### config.mk
export PLATFORM = sky130hd
export DESIGN_NAME = icache
export DESIGN_NICKNAME = d
export VERILOG_FILES = /design/src/rtl/icache.sv
export SDC_FILE = /design/constraint.sdc
export NUM_CORES = 2
export LEC_CHECK = 0
export BUFFER_PORTS_ARGS = -buffer_cell sky130_fd_sc_hd__buf_4
export CELL_PAD_IN_SITES_DETAIL_PLACEMENT = 0
export CELL_PAD_IN_SITES_GLOBAL_PLACEMENT = 1
export CORE_ASPECT_RATIO = 0.9
export CORE_MARGIN = 2
export CORE_UTILIZATION = 50
export DETAILED_ROUTE_END_ITERATION = 8
export PLACE_DENSITY = 0.78
export RECOVER_POWER = 100
export SLEW_MARGIN = 20
export SYNTH_ARGS = -nofsm -noshare
export SYNTH_HDL_FRONTEND = slang
export SYNTH_SLANG_ARGS = --single-unit
### constraint.sdc
create_clock -name clk -period 7.9 [get_ports clk]
set_clock_uncertainty 0.05 [all_clocks]
set_input_delay 0 -clock clk [delete_from_list [all_inputs] [get_ports clk]]
set_output_delay 0 -clock clk [all_outputs]
set_load 0.005 [all_outputs]
### src/rtl/icache.sv
// rtl/icache.sv - direct-mapped read-only instruction cache with block refill
module icache #(
  parameter int INDEX_WIDTH  = 4,
  parameter int OFFSET_WIDTH = 4,
  parameter int TAG_WIDTH    = 32 - INDEX_WIDTH - OFFSET_WIDTH,
  parameter int BLOCK_WIDTH  = 128
) (
  input  logic                   clk,
  input  logic                   rst_in,
  input  logic                   rdy_in,
  input  logic                   flush_in,
  input  logic                   if2cache_en,
  input  logic [31:0]            if2cache_pc,
  output logic                   cache2if_rdy,
  output logic [31:0]            cache2if_inst,
  output logic                   cache2mem_upd_en,
  output logic [31:0]            cache2mem_PC,
  input  logic                   mem2cache_upd,
  input  logic [BLOCK_WIDTH-1:0] mem2cache_blk,
  input  logic [INDEX_WIDTH-1:0] mem2cache_idx,
  input  logic [TAG_WIDTH-1:0]   mem2cache_tag
);

  localparam int LINES  = 1 << INDEX_WIDTH;
  localparam int WSEL_W = OFFSET_WIDTH - 2;

  typedef enum logic {S_IDLE, S_MISS} state_t;

  state_t                 r_state;
  logic [LINES-1:0]       r_valid;
  logic [TAG_WIDTH-1:0]   r_tag  [LINES];
  logic [BLOCK_WIDTH-1:0] r_data [LINES];
  logic [31:2]            r_pc;
  logic                   r_drop;
  logic                   r_rdy;
  logic [31:0]            r_inst;
  logic                   r_upd_en;
  logic [31:0]            r_mem_pc;

  logic [TAG_WIDTH-1:0]   w_req_tag;
  logic [INDEX_WIDTH-1:0] w_req_idx;
  logic [WSEL_W-1:0]      w_req_wsel;
  logic                   w_hit;
  logic [31:0]            w_hit_word;
  logic [TAG_WIDTH-1:0]   w_lat_tag;
  logic [INDEX_WIDTH-1:0] w_lat_idx;
  logic [WSEL_W-1:0]      w_lat_wsel;
  logic                   w_fill_match;
  logic [31:0]            w_fill_word;
  logic                   w_unused;

  assign w_req_tag  = if2cache_pc[31 -: TAG_WIDTH];
  assign w_req_idx  = if2cache_pc[OFFSET_WIDTH +: INDEX_WIDTH];
  assign w_req_wsel = if2cache_pc[2 +: WSEL_W];
  assign w_hit      = r_valid[w_req_idx] && (r_tag[w_req_idx] == w_req_tag);
  assign w_hit_word = r_data[w_req_idx][{w_req_wsel, 5'b0} +: 32];
  assign w_unused   = ^if2cache_pc[1:0];

  // The fill is compared against the latched miss address, and the
  // response word is forwarded straight from the incoming block.
  assign w_lat_tag    = r_pc[31 -: TAG_WIDTH];
  assign w_lat_idx    = r_pc[OFFSET_WIDTH +: INDEX_WIDTH];
  assign w_lat_wsel   = r_pc[2 +: WSEL_W];
  assign w_fill_match = (mem2cache_idx == w_lat_idx) && (mem2cache_tag == w_lat_tag);
  assign w_fill_word  = mem2cache_blk[{w_lat_wsel, 5'b0} +: 32];

  always_ff @(posedge clk) begin
    if (rst_in) begin
      r_state  <= S_IDLE;
      r_valid  <= '0;
      r_pc     <= '0;
      r_drop   <= 1'b0;
      r_rdy    <= 1'b0;
      r_inst   <= '0;
      r_upd_en <= 1'b0;
      r_mem_pc <= '0;
    end else if (rdy_in) begin
      case (r_state)
        S_IDLE: begin
          r_rdy <= 1'b0;
          if (if2cache_en && !flush_in) begin
            r_pc <= if2cache_pc[31:2];
            if (w_hit) begin
              r_rdy  <= 1'b1;
              r_inst <= w_hit_word;
            end else begin
              r_state  <= S_MISS;
              r_upd_en <= 1'b1;
              r_mem_pc <= {w_req_tag, w_req_idx, {OFFSET_WIDTH{1'b0}}};
            end
          end
        end
        S_MISS: begin
          r_rdy <= 1'b0;
          if (flush_in) r_drop <= 1'b1;
          if (mem2cache_upd) begin
            r_data[mem2cache_idx]  <= mem2cache_blk;
            r_tag[mem2cache_idx]   <= mem2cache_tag;
            r_valid[mem2cache_idx] <= 1'b1;
            if (w_fill_match) begin
              r_state  <= S_IDLE;
              r_upd_en <= 1'b0;
              r_drop   <= 1'b0;
              if (!r_drop && !flush_in) begin
                r_rdy  <= 1'b1;
                r_inst <= w_fill_word;
              end
            end
          end
        end
        default: r_state <= S_IDLE;
      endcase
    end
  end

  assign cache2if_rdy     = r_rdy;
  assign cache2if_inst    = r_inst;
  assign cache2mem_upd_en = r_upd_en;
  assign cache2mem_PC     = r_mem_pc;

endmodule

==> metrics.txt <==
# TYPE chip_impl_metric gauge
chip_impl_info{name="outcome",value="finished, violations left"} 1
chip_impl_info{name="failed_checks",value="max-capacitance violations, max-slew violations"} 1
chip_impl_metric{name="std_cell_rows",unit=""} 154
chip_impl_metric{name="setup_slack",unit="ns"} 1.59
chip_impl_metric{name="setup_viol",unit=""} 0
chip_impl_info{name="post-synth-top-area-cell",value="sky130_fd_sc_hd__edfxtp_1"} 1
chip_impl_info{name="cp-end-kind",value="flip-flop"} 1
chip_impl_metric{name="synth.ff_latch_count",unit=""} 2542
chip_impl_metric{name="ctsLongestPathBuffers",unit=""} 3
chip_impl_metric{name="detail_route.first_pass.iterations",unit=""} 5
chip_impl_metric{name="path_max_fanout",unit=""} 30
chip_impl_metric{name="final-hold-violation-count",unit=""} 0
chip_impl_metric{name="numPortBuffers",unit=""} 253
chip_impl_metric{name="slew_of_the_pin_with_the_lowest_slew_margin",unit="ns"} 4.05
chip_impl_metric{name="wire_per_inst",unit="µm"} 31.7
chip_impl_metric{name="synth_enable_flop_cells",unit=""} 2432
chip_impl_metric{name="gpl.final_weighted_congestion",unit=""} 0.781
chip_impl_metric{name="drtIter0Drc",unit=""} 6387
chip_impl_metric{name="report.final.slew_viol_count",unit=""} 1326
chip_impl_metric{name="p_per_area",unit="nW/µm²"} 243
chip_impl_metric{name="vias",unit=""} 49000
chip_impl_info{name="dominantRegCellSynth",value="sky130_fd_sc_hd__edfxtp_1"} 1
chip_impl_metric{name="globalRouteTotalUtil",unit=""} 0.246
chip_impl_info{name="rsz0062_at_grt",value="no"} 1
chip_impl_metric{name="hpwl",unit="µm"} 121000
chip_impl_metric{name="antenna_violating_nets_post_route",unit=""} 0
chip_impl_metric{name="fin_total_pwr",unit="W"} 0.0278
chip_impl_metric{name="num_io_pins",unit=""} 260
chip_impl_metric{name="floorplan.core_area",unit="µm²"} 196000
chip_impl_info{name="ctsRootBufferMaster",value="sky130_fd_sc_hd__clkbuf_16"} 1
chip_impl_metric{name="async_flop_share",unit=""} 0
chip_impl_metric{name="yosysWarnings",unit=""} 0
chip_impl_metric{name="cts.repair_timing.setup_buffer_count",unit=""} 0
chip_impl_metric{name="drv.max_cap_violation_count",unit=""} 36
chip_impl_metric{name="grt_pass1_vias",unit=""} 49700
chip_impl_metric{name="avgViaCountPerCell",unit=""} 6.29
chip_impl_metric{name="final.period_utilization",unit=""} 0.798
chip_impl_info{name="critical_path_class",value="reg -> reg"} 1
chip_impl_metric{name="drive_gt1_frac",unit=""} 0.256
chip_impl_metric{name="syn-instance-count",unit=""} 4320
chip_impl_info{name="cts_tree",value="done"} 1
chip_impl_metric{name="critical_path_arrival",unit="ns"} 6.67
chip_impl_info{name="top_cells_by_instance_count_after_synthesis",value="sky130_fd_sc_hd__edfxtp_1, sky130_fd_sc_hd__mux4_2, sky130_fd_sc_hd__clkbuf_1"} 1
chip_impl_metric{name="cts-htree-levels",unit=""} 4
chip_impl_metric{name="die_height",unit="µm"} 425
chip_impl_info{name="synthMostInstantiatedCell",value="sky130_fd_sc_hd__edfxtp_1"} 1
chip_impl_metric{name="maximum_number_of_pins_on_one_net_before_global_route_repair",unit=""} 156
chip_impl_metric{name="wl",unit="µm"} 247000
chip_impl_info{name="netlist_top_cells_area",value="sky130_fd_sc_hd__edfxtp_1, sky130_fd_sc_hd__mux4_2, sky130_fd_sc_hd__dfxtp_1, sky130_fd_sc_hd__mux2i_1, sky130_fd_sc_hd__mux2_2"} 1
chip_impl_metric{name="vdd_ir_drop_max",unit="µV"} 262
chip_impl_metric{name="number_of_buffers_added_by_the_clock_tree_synthesis_step",unit=""} 235
chip_impl_metric{name="cts.sink_count",unit=""} 2542
chip_impl_metric{name="synth_area",unit="µm²"} 98700
chip_impl_metric{name="grt_first_pass_wirelength",unit="µm"} 355000
chip_impl_metric{name="worst_skew_pair.late_latency",unit="ns"} 0.87
chip_impl_metric{name="antenna_found_initial",unit=""} 34
chip_impl_metric{name="drc",unit=""} 0
chip_impl_metric{name="total_of_cells_resized_after_clock_tree_synthesis",unit=""} 0
chip_impl_metric{name="die_area",unit="µm²"} 201000
chip_impl_metric{name="num-fill-cells",unit=""} 13800
chip_impl_metric{name="die_width",unit="µm"} 472
chip_impl_metric{name="layout.nets",unit=""} 5193
chip_impl_metric{name="tns",unit="ns"} 0
chip_impl_metric{name="synthDistinctLibCells",unit=""} 68
chip_impl_info{name="timing.hold.worst.class",value="in -> reg"} 1
chip_impl_metric{name="power.leakage",unit="nW"} 35.7
chip_impl_metric{name="finalWorstPathRequiredPeriod",unit="ns"} 6.31
chip_impl_metric{name="syn2layout_area_growth",unit="%"} 15.8
chip_impl_info{name="critical_path.startpoint_type",value="flip-flop"} 1
chip_impl_metric{name="worst_hold_slack_after_final_layout",unit="ns"} 0.0788
chip_impl_metric{name="globalRouteOverflowTotal",unit=""} 0
chip_impl_metric{name="cts.clk_slew.worst_paths",unit="ns"} 0.06
chip_impl_metric{name="pre_cts_ws",unit="ns"} 2.52
chip_impl_metric{name="cp.required",unit="ns"} 8.26
chip_impl_metric{name="post_synth.cell_area_avg",unit="µm²"} 22.8
chip_impl_metric{name="synth-seq-area-share",unit=""} 0.762
chip_impl_metric{name="synth_top_area_share",unit=""} 0.740
chip_impl_metric{name="slew_headroom",unit=""} -1.70
chip_impl_metric{name="timing.fmax",unit="GHz"} 0.159
chip_impl_metric{name="start_util",unit=""} 0.504
## sequential cells by signal, summed over array words and instances (netlist names)
register          cells
cache2if_inst        32
cache2if_rdy          1
cache2mem_PC         28
cache2mem_upd_en      1
r_data             2048
r_drop                1
r_pc                 30
r_state               1
r_tag               384
r_valid              16
## cells by family (layout without fill, tap and decap cells)
family | count (synthesis) | count (layout) | share of synthesized area
flops | 2542 | 2542 | 0.762
mux | 910 | 910 | 0.186
buf+inv | 314 | 1203 | 0.0144
compound gates | 300 | 300 | 0.0228
xor+xnor | 44 | 44 | 0.00390
simple gates | 209 | 209 | 0.0107
other cells | 1 | 11 | 0.0000380
## cell usage in the layout (no fill, tap or decap), drive strengths merged, types with 4 or more instances in the layout
master / count
edfxtp: 2432
nand2: 85
nor4: 7
or3: 5
mux2: 75
dfxtp: 110
a22o: 9
nand4: 8
clkinvlp: 9
clkinv: 112
a221oi: 41
nand3: 8
diode: 7
nand2b: 12
buf: 83
mux2i: 104
o2111ai: 4
bufinv: 26
mux4: 731
o41ai: 10
nor3: 6
and2: 5
dlygate4sd3: 363
xor2: 23
o22ai: 55
inv: 69
o21ai: 40
nor2b: 16
conb: 4
o21bai: 32
xnor2: 21
nand3b: 20
a21oi: 56
nor2: 27
a22oi: 20
clkbuf: 541
## layer usage
layer,wire length [µm],vias up,GRT usage
met1,94800,26400,0.336
met5,27,-,0
met4,6970,4,0.0647
met2,126000,2364,0.416
met3,19900,456,0.0400
li1,-,19800,-
## area by class of cell
type,instances,area [µm²],share of cell area
antenna,7,17.5,0.000153
clock buffer,295,6340,0.0555
clock inverter,155,1620,0.0142
inverter,61,236,0.00207
multi-input combinational,1467,22000,0.192
sequential,2542,75200,0.659
tap,2574,3220,0.0282
timing repair buffer,692,5600,0.0490
## what timing repair did
item,4_1_cts,5_1_grt
hold buffers,363,0
setup endpoints to repair,0,0
hold endpoints to repair,2606,0
## stage by stage
stage	cells	area, µm²	utilization
floorplan	4323	98700	-
global placement	6972	104000	0.529
detailed placement	6972	104000	0.529
CTS	7785	115000	0.588
global route	7790	114000	0.583
finish	7793	114000	0.583
## where the power goes
group / switching [W] / total (W) / internal, W
sequential: 0.0000147 / 0.0148 / 0.0148
combinational: 0.000779 / 0.00144 / 0.000658
clock: 0.00501 / 0.0116 / 0.00657
total: 0.00580 / 0.0278 / 0.0220
## critical path, stage by stage (launching register included)
cell and delay, ns:
sky130_fd_sc_hd__dfxtp_1 0.46, sky130_fd_sc_hd__nand2_1 0.16, sky130_fd_sc_hd__nor3b_1 0.43, sky130_fd_sc_hd__nand3_1 0.51
sky130_fd_sc_hd__nor2_1 2.09, sky130_fd_sc_hd__clkbuf_1 2.08
## final timing paths
check / end / start / slack [ns] / cells past startpoint
setup reg to reg: r_data[3][62]$_DFFE_PP_ / r_state$_SDFFE_PP0P_ / 1.59 / 5
hold / removal: r_pc[6]$_SDFFE_PP0P_ / if2cache_pc[6] / 0.08 / 4
setup / recovery: r_data[3][62]$_DFFE_PP_ / r_state$_SDFFE_PP0P_ / 1.59 / 5
hold reg to reg: r_valid[15]$_SDFFE_PP0P_ / r_valid[15]$_SDFFE_PP0P_ / 0.42 / 2
(Power assumes the default switching activity.)
